### src/rtl/spi_controller.sv
// SPI mode-0 write-only controller: sends one 16-bit frame {1, addr[6:0], data[7:0]}
// per accepted start, MSB first, then holds nCS high for a minimum gap.
// All outputs come straight from flops so nCS/SCLK cannot glitch.
module spi_controller #(
  parameter int unsigned CLK_DIV    = 4,
  parameter int unsigned GAP_CYCLES = 4
) (
  input  logic       clk,
  input  logic       rst,
  input  logic       start,
  input  logic [6:0] addr,
  input  logic [7:0] data,
  output logic       busy,
  output logic       done,
  output logic       nCS,
  output logic       SCLK,
  output logic       COPI
);

  localparam int unsigned CntW = $clog2(CLK_DIV + 1);
  localparam int unsigned GapW = $clog2(GAP_CYCLES + 1);
  localparam logic [CntW-1:0] CntLast = CntW'(CLK_DIV - 1);
  localparam logic [GapW-1:0] GapLast = GapW'(GAP_CYCLES - 1);

  typedef enum logic [2:0] {
    StIdle,
    StSetup,
    StShiftHi,
    StShiftLo,
    StGap
  } state_e;

  state_e          state_q, state_d;
  logic [CntW-1:0] cnt_q, cnt_d;
  logic [GapW-1:0] gap_q, gap_d;
  logic [3:0]      bit_q, bit_d;
  logic [15:0]     shreg_q, shreg_d;
  logic            busy_q, busy_d;
  logic            done_q, done_d;
  logic            ncs_q, ncs_d;
  logic            sclk_q, sclk_d;
  logic            copi_q, copi_d;

  // Sequencer: phase timing, bit count and frame shifting.
  always_comb begin
    state_d = state_q;
    cnt_d   = cnt_q;
    gap_d   = gap_q;
    bit_d   = bit_q;
    shreg_d = shreg_q;
    done_d  = 1'b0;
    unique case (state_q)
      StIdle: begin
        if (start) begin
          state_d = StSetup;
          shreg_d = {1'b1, addr, data};
          cnt_d   = '0;
          gap_d   = '0;
          bit_d   = '0;
        end
      end
      StSetup: begin
        if (cnt_q == CntLast) begin
          state_d = StShiftHi;
          cnt_d   = '0;
        end else begin
          cnt_d = cnt_q + 1'b1;
        end
      end
      StShiftHi: begin
        if (cnt_q == CntLast) begin
          // Falling SCLK edge: the only place the next bit is presented.
          state_d = StShiftLo;
          cnt_d   = '0;
          shreg_d = {shreg_q[14:0], 1'b0};
        end else begin
          cnt_d = cnt_q + 1'b1;
        end
      end
      StShiftLo: begin
        if (cnt_q == CntLast) begin
          cnt_d = '0;
          // The 16th low phase doubles as nCS hold time.
          if (bit_q == 4'd15) begin
            state_d = StGap;
            gap_d   = '0;
          end else begin
            state_d = StShiftHi;
            bit_d   = bit_q + 1'b1;
          end
        end else begin
          cnt_d = cnt_q + 1'b1;
        end
      end
      StGap: begin
        if (gap_q == GapLast) begin
          state_d = StIdle;
          done_d  = 1'b1;
        end else begin
          gap_d = gap_q + 1'b1;
        end
      end
      default: state_d = StIdle;
    endcase
  end

  // Output decode from the next state so the registered pins line up with the state.
  always_comb begin
    ncs_d  = 1'b1;
    sclk_d = 1'b0;
    copi_d = 1'b0;
    busy_d = 1'b0;
    unique case (state_d)
      StSetup, StShiftLo: begin
        ncs_d  = 1'b0;
        copi_d = shreg_d[15];
        busy_d = 1'b1;
      end
      StShiftHi: begin
        ncs_d  = 1'b0;
        sclk_d = 1'b1;
        copi_d = shreg_d[15];
        busy_d = 1'b1;
      end
      StGap: busy_d = 1'b1;
      default: ;
    endcase
  end

  // State and output registers with synchronous reset.
  always_ff @(posedge clk) begin
    if (rst) begin
      state_q <= StIdle;
      cnt_q   <= '0;
      gap_q   <= '0;
      bit_q   <= '0;
      shreg_q <= '0;
      busy_q  <= 1'b0;
      done_q  <= 1'b0;
      ncs_q   <= 1'b1;
      sclk_q  <= 1'b0;
      copi_q  <= 1'b0;
    end else begin
      state_q <= state_d;
      cnt_q   <= cnt_d;
      gap_q   <= gap_d;
      bit_q   <= bit_d;
      shreg_q <= shreg_d;
      busy_q  <= busy_d;
      done_q  <= done_d;
      ncs_q   <= ncs_d;
      sclk_q  <= sclk_d;
      copi_q  <= copi_d;
    end
  end

  assign busy = busy_q;
  assign done = done_q;
  assign nCS  = ncs_q;
  assign SCLK = sclk_q;
  assign COPI = copi_q;

endmodule

### config.mk
export PLATFORM = sky130hd
export DESIGN_NAME = spi_controller
export DESIGN_NICKNAME = d
export VERILOG_FILES = /design/src/rtl/spi_controller.sv
export SDC_FILE = /design/constraint.sdc
export NUM_CORES = 1
export LEC_CHECK = 0
export CELL_PAD_IN_SITES_DETAIL_PLACEMENT = 1
export CELL_PAD_IN_SITES_GLOBAL_PLACEMENT = 2
export CORE_ASPECT_RATIO = 1.4
export CORE_MARGIN = 5
export CORE_UTILIZATION = 29
export CTS_CLUSTER_DIAMETER = 120
export CTS_CLUSTER_SIZE = 24
export DETAILED_ROUTE_END_ITERATION = 6
export PLACE_DENSITY_LB_ADDON = 0.1
export SLEW_MARGIN = 20
export SYNTH_ARGS = -nofsm -noshare
export SYNTH_HDL_FRONTEND = slang
export SYNTH_SLANG_ARGS = --single-unit
### constraint.sdc
create_clock -name clk -period 1.7 [get_ports clk]
set_input_delay 0.255 -clock clk [delete_from_list [all_inputs] [get_ports clk]]
set_output_delay 0.255 -clock clk [all_outputs]
set_load 0.05 [all_outputs]
Word level (Yosys, flattened, before mapping)
Cells that the tools add are included.
Widths: inputs -> output; s select.
{"block": "totals", "register_bits": 34, "input_bits": 18, "out_inout_bits": 5, "word_cells": 72}
{"block": "op_classes", "addsub": 3, "n_eq_ne": 17, "n_mux": 25, "bitwise_logic": 2, "n_reduce_logical": 14}
{"cell": "$mux 3", "count": 11}
{"cell": "$mux 16", "count": 2}
{"cell": "$pmux 16 s2", "count": 1}
{"cell": "$eq 3x2->1 const B", "count": 6}
{"cell": "$pmux 3 s5", "count": 1}
{"cell": "$mux 4", "count": 3}
{"cell": "$ne 2x2->1 const B", "count": 6}
{"cell": "$pmux 3 s3", "count": 1}
{"cell": "$pmux 4 s2", "count": 1}
{"cell": "$add 3x1->3 const B", "count": 2}
{"cell": "$eq 3x1->1 const B", "count": 2}
{"cell": "$eq 3x3->1 const B", "count": 2}
{"cell": "$pmux 3 s2", "count": 1}
{"cell": "$reduce_bool 2->1", "count": 3}
{"cell": "$reduce_or 3->1", "count": 2}
{"cell": "$reduce_and 5->1", "count": 1}
{"cell": "$add 4x1->4 const B", "count": 1}
{"cell": "$eq 4x4->1 const B", "count": 1}
{"cell": "$mux 1", "count": 4}
{"cell": "$reduce_and 4->1", "count": 1}
{"cell": "$reduce_or 2->1", "count": 2}
{"cell": "$reduce_or 4->1", "count": 1}
{"cell": "$logic_not 3->1", "count": 1}
{"cell": "$reduce_and 3->1", "count": 1}
{"cell": "3 further kinds", "count": 4}

Depth between registers and ports, before layout
{"block": "depth", "word_depth": 8, "depth_mapped": 7, "ltp_nobuf": 6}

Worst setup path after synthesis
Ideal clock, no wire load.
{"block": "synth_path", "kind": "reg-to-reg", "startpoint": "reg state_q[1]", "endpoint": "reg bit_q[3]", "setup_time_ns": 0.070, "t_arrival_ns": 1.541, "t_required_ns": 1.630, "slack_ns": 0.089, "path_stages_with_launch": 6, "path_buffers": 1, "period_less_slack_ns": 1.611, "path_cell_list": "dfxtp_1 -> buf_6 -> or3b_4 -> a21boi_4 -> or4_1 -> a21boi_1"}
{"block": "synth_between", "elab_chain_cells": 3, "elab_cells_between_ends": 8, "classes_between": "eq/ne: 4; mux: 1; reduce/logical: 3"}
{"element": "start: declaration", "line_no": "33", "source": "state_e state_q, state_d;"}
{"element": "start signal: assignment", "line_no": "133", "source": "state_q <= StIdle;"}
{"element": "start signal: assignment", "line_no": "144", "source": "state_q <= state_d;"}
{"element": "$eq 3x2->1 or $logic_not 3->1 (tied branches)", "line_no": "52", "source": "unique case (state_q)"}
{"element": "$ne 2x2->1 (no source line) or $reduce_bool 2->1 (tied branches)"}
{"element": "$reduce_and 4->1 (no source line)"}
{"element": "end signal: assignment", "line_no": "147", "source": "bit_q <= bit_d;"}
{"element": "end: declaration", "line_no": "36", "source": "logic [3:0] bit_q, bit_d;"}
Parallel ways exist; a longest one is shown, timed or not.
A chain may end at the register's enable or synchronous reset.

Worst setup path after layout
{"block": "layout_path", "startpoint": "in start", "endpoint": "reg bit_q[3]"}
{"block": "layout_between", "elab_chain_cells": 2}
{"element": "start: declaration", "line_no": "10", "source": "input logic start,"}
{"element": "$ne 2x2->1 (no source line)"}
{"element": "$reduce_and 4->1 (no source line)"}
No other way between the ends.

==> impl_metrics.toml <==
[finish]
antenna_cells = 0
final.fill_count = 588
drive_gt1_frac = 0.187
layout.nets = 220
area_delta_synth_final_pct = 30.6

[clocking]
clk_pin_slew_worst_paths_ns = 0.07
clock_path_buffers = 2
h-tree-depth = 2
cts_made_buffers = 5
cts_tree = "built"
clock_latency_ns = 0.28
cts_root_buffer = "clkbuf_8"
cts.sinks = 34

[placement]
io_buffers = 22
place_congestion = 0.755
hpwlAfterDp_mm = 2.88

[grt]
grt_use_met2 = 0.245
grt-busiest-layer = "met2"
use_met3 = 0.0309
gr-usage-all-layers = 0.124
grt_pass1_vias = 1455
grt_overflow = 0
grt_pass1_wl_mm = 6.56
grt_antenna_before_repair = 0
grt_max_degree = 17
met1_usage = 0.120

[sta]
min_period_ns = 1.63
min_period_over_period = 0.957
setup_viol = 0
fin_tns_setup_ns = 0
hold_viol_final = 0
skew_ns = 0.00482
tightest_slew_ns = 0.412
fmax_mhz = 614
slew_viol_final = 0
slew_headroom = 0.723
rsz0062_at_grt = "false"

[pwr]
switching_share = 0.247
p_switching_uw = 404
pwr-share-clk = 0.338
p_leak_nw = 0.739
total_power_mw = 1.64
pwr_density_cell_nw_per_um2 = 843
power.internal_mw = 1.23
p_comb_frac = 0.140
seq_power_share = 0.522
vdd_drop_max_uv = 369

[logic_synthesis]
async_reset_ff_frac = 0
synth_top_area_cell = "dfxtp_1"
synth-compound-area-share = 0.242
synthXorXnorAreaFrac = 0
synth_fa_ha_area_frac = 0.0337
ys_seq_area_frac = 0.458
yosysWarnings = 0
netlist-cell-type-count = 44
syn_inst = 163
synthTopCellsByCount = "34 x dfxtp_1, 24 x a21oi_1, 21 x nand2_1, 16 x a22oi_1, 9 x nor2_1"
synth_top_family_by_area = "compound AO/OA/AOI/OAI gates"
netlist_area_um2 = 1490
synth_edf_count = 0
yosysMostFrequentCell = "dfxtp_1"
muxShareOfSynthArea = 0.0210
syn_area_per_cell_um2 = 9.12
synth_top_area_frac = 0.458
synth-simple-area-share = 0.198
ys_ff_latch = 34
syn_nets = 185
synth_area_leaders = "dfxtp_1 46%, a21oi_1 8.1%, a22oi_1 8.1%, nand2_1 5.3%, ha_1 3.4%"
ys.flop_type = "dfxtp_1"

[floorplan]
die_area_um2 = 6680
core_um2 = 4920
fp.dieH_um = 94.7
rows = 30
floorplan.initialDensity = 0.302
io_pins = 23
die_x_um = 70.5

[detailed_routing]
drc = 0
routedWlPerCell_um = 14.1
vias_per_cell = 5.02
drtIter0Drc = 47
routed_wl_mm = 3.69
routed-via-count = 1314
dr.pass1.iters = 4
drtAntennaViolNets = 0

[critical_path]
path_max_fanout = 3
cp-end-kind = "flip-flop"
start_kind = "primary input"
worstPathRequired_ns = 1.92
cp_data_arrival_time_ns = 1.85
crit_type = "in2reg"

[outcome]
outcome = "complete, no violations"

[worst_hold_path]
hold_path_class = "reg2reg"

[flow_run]
drv_cap = 0
## worst paths after layout
check                                 from          to  slack, ns  cells past startpoint
worst min register to register  shreg_q[5]  shreg_q[5]       0.46                      2
worst min-delay path            shreg_q[5]  shreg_q[5]       0.46                      2
worst max register to register    cnt_q[0]    gap_q[0]       0.10                      5
worst max-delay path                 start    bit_q[3]       0.07                      5
## registers in the layout (all words and copies together), names as in the netlist
register,cells
shreg_q,16
bit_q,4
done,1
busy,1
nCS,1
cnt_q,3
gap_q,3
SCLK,1
COPI,1
state_q,3
## placed cells by master, fill, tap and decap left out, types with 3 or more instances in the layout
cell type and instances:
ha_1 3, inv_1 4, nand3_1 3, nor2_1 9, buf_4 21, dfxtp_1 34, nand2_1 21, a21oi_1 24
a22oi_1 16, clkbuf_8 5, clkdlybuf4s50_1 17
## cell families (layout without fill, tap and decap cells)
group	after synthesis	after routing
buffers and inverters	15	50
flip-flops	34	34
adder cells (fa/ha/maj)	4	4
AO/OA/AOI/OAI	55	55
AND/OR/NAND/NOR	52	52
multiplexers	3	3
## layer usage
layer | vias to the layer above | wire length [um]
met5 | - | 0
met4 | 0 | 53
met3 | 5 | 117
met2 | 19 | 2100
li1 | 658 | -
met1 | 632 | 1420
## metrics by stage
step	hold slack [ns]	instances	util	instance area, um2	setup WS [ns]
2_1_floorplan	0.402	163	-	1490	0.0889
3_3_place_gp	0.435	255	0.378	1860	-0.226
3_5_place_dp	0.449	255	0.378	1860	-0.249
4_1_cts	0.458	262	0.393	1930	0.0538
5_1_grt	0.476	262	0.395	1940	0.0124
6_report	0.457	262	0.395	1940	0.0723
## critical path, stage by stage
cell             delay, ns
clkdlybuf4s50_1       0.47
or3b_4                0.38
a21boi_4              0.15
or4_4                 0.47
a21boi_1              0.12
## final cells by class
type                            instances  area [um2]  area share
Clock buffer                            7        76.3      0.0393
Inverter                                4        15.0     0.00774
Sequential cell                        34         681       0.351
Timing Repair Buffer                   39         348       0.179
Multi-Input combinational cell        114         741       0.382
Tap cell                               64        80.1      0.0413
## repair_timing
item	4_1_cts	5_1_grt
setup endpoints to repair	0	2
hold buffers	0	0
setup buffers	0	0
gates resized for setup	0	2
## power by group through the flow
stage	logic [mW]	registers (mW)	clock network (mW)
2_1_floorplan	0.109	0.885	0
6_report	0.229	0.854	0.553
4_1_cts	0.235	0.854	0.578
3_3_place_gp	0.227	0.870	0
5_1_grt	0.254	0.859	0.617
3_5_place_dp	0.234	0.873	0
Note: power is estimated with default switching activity, not from simulation.
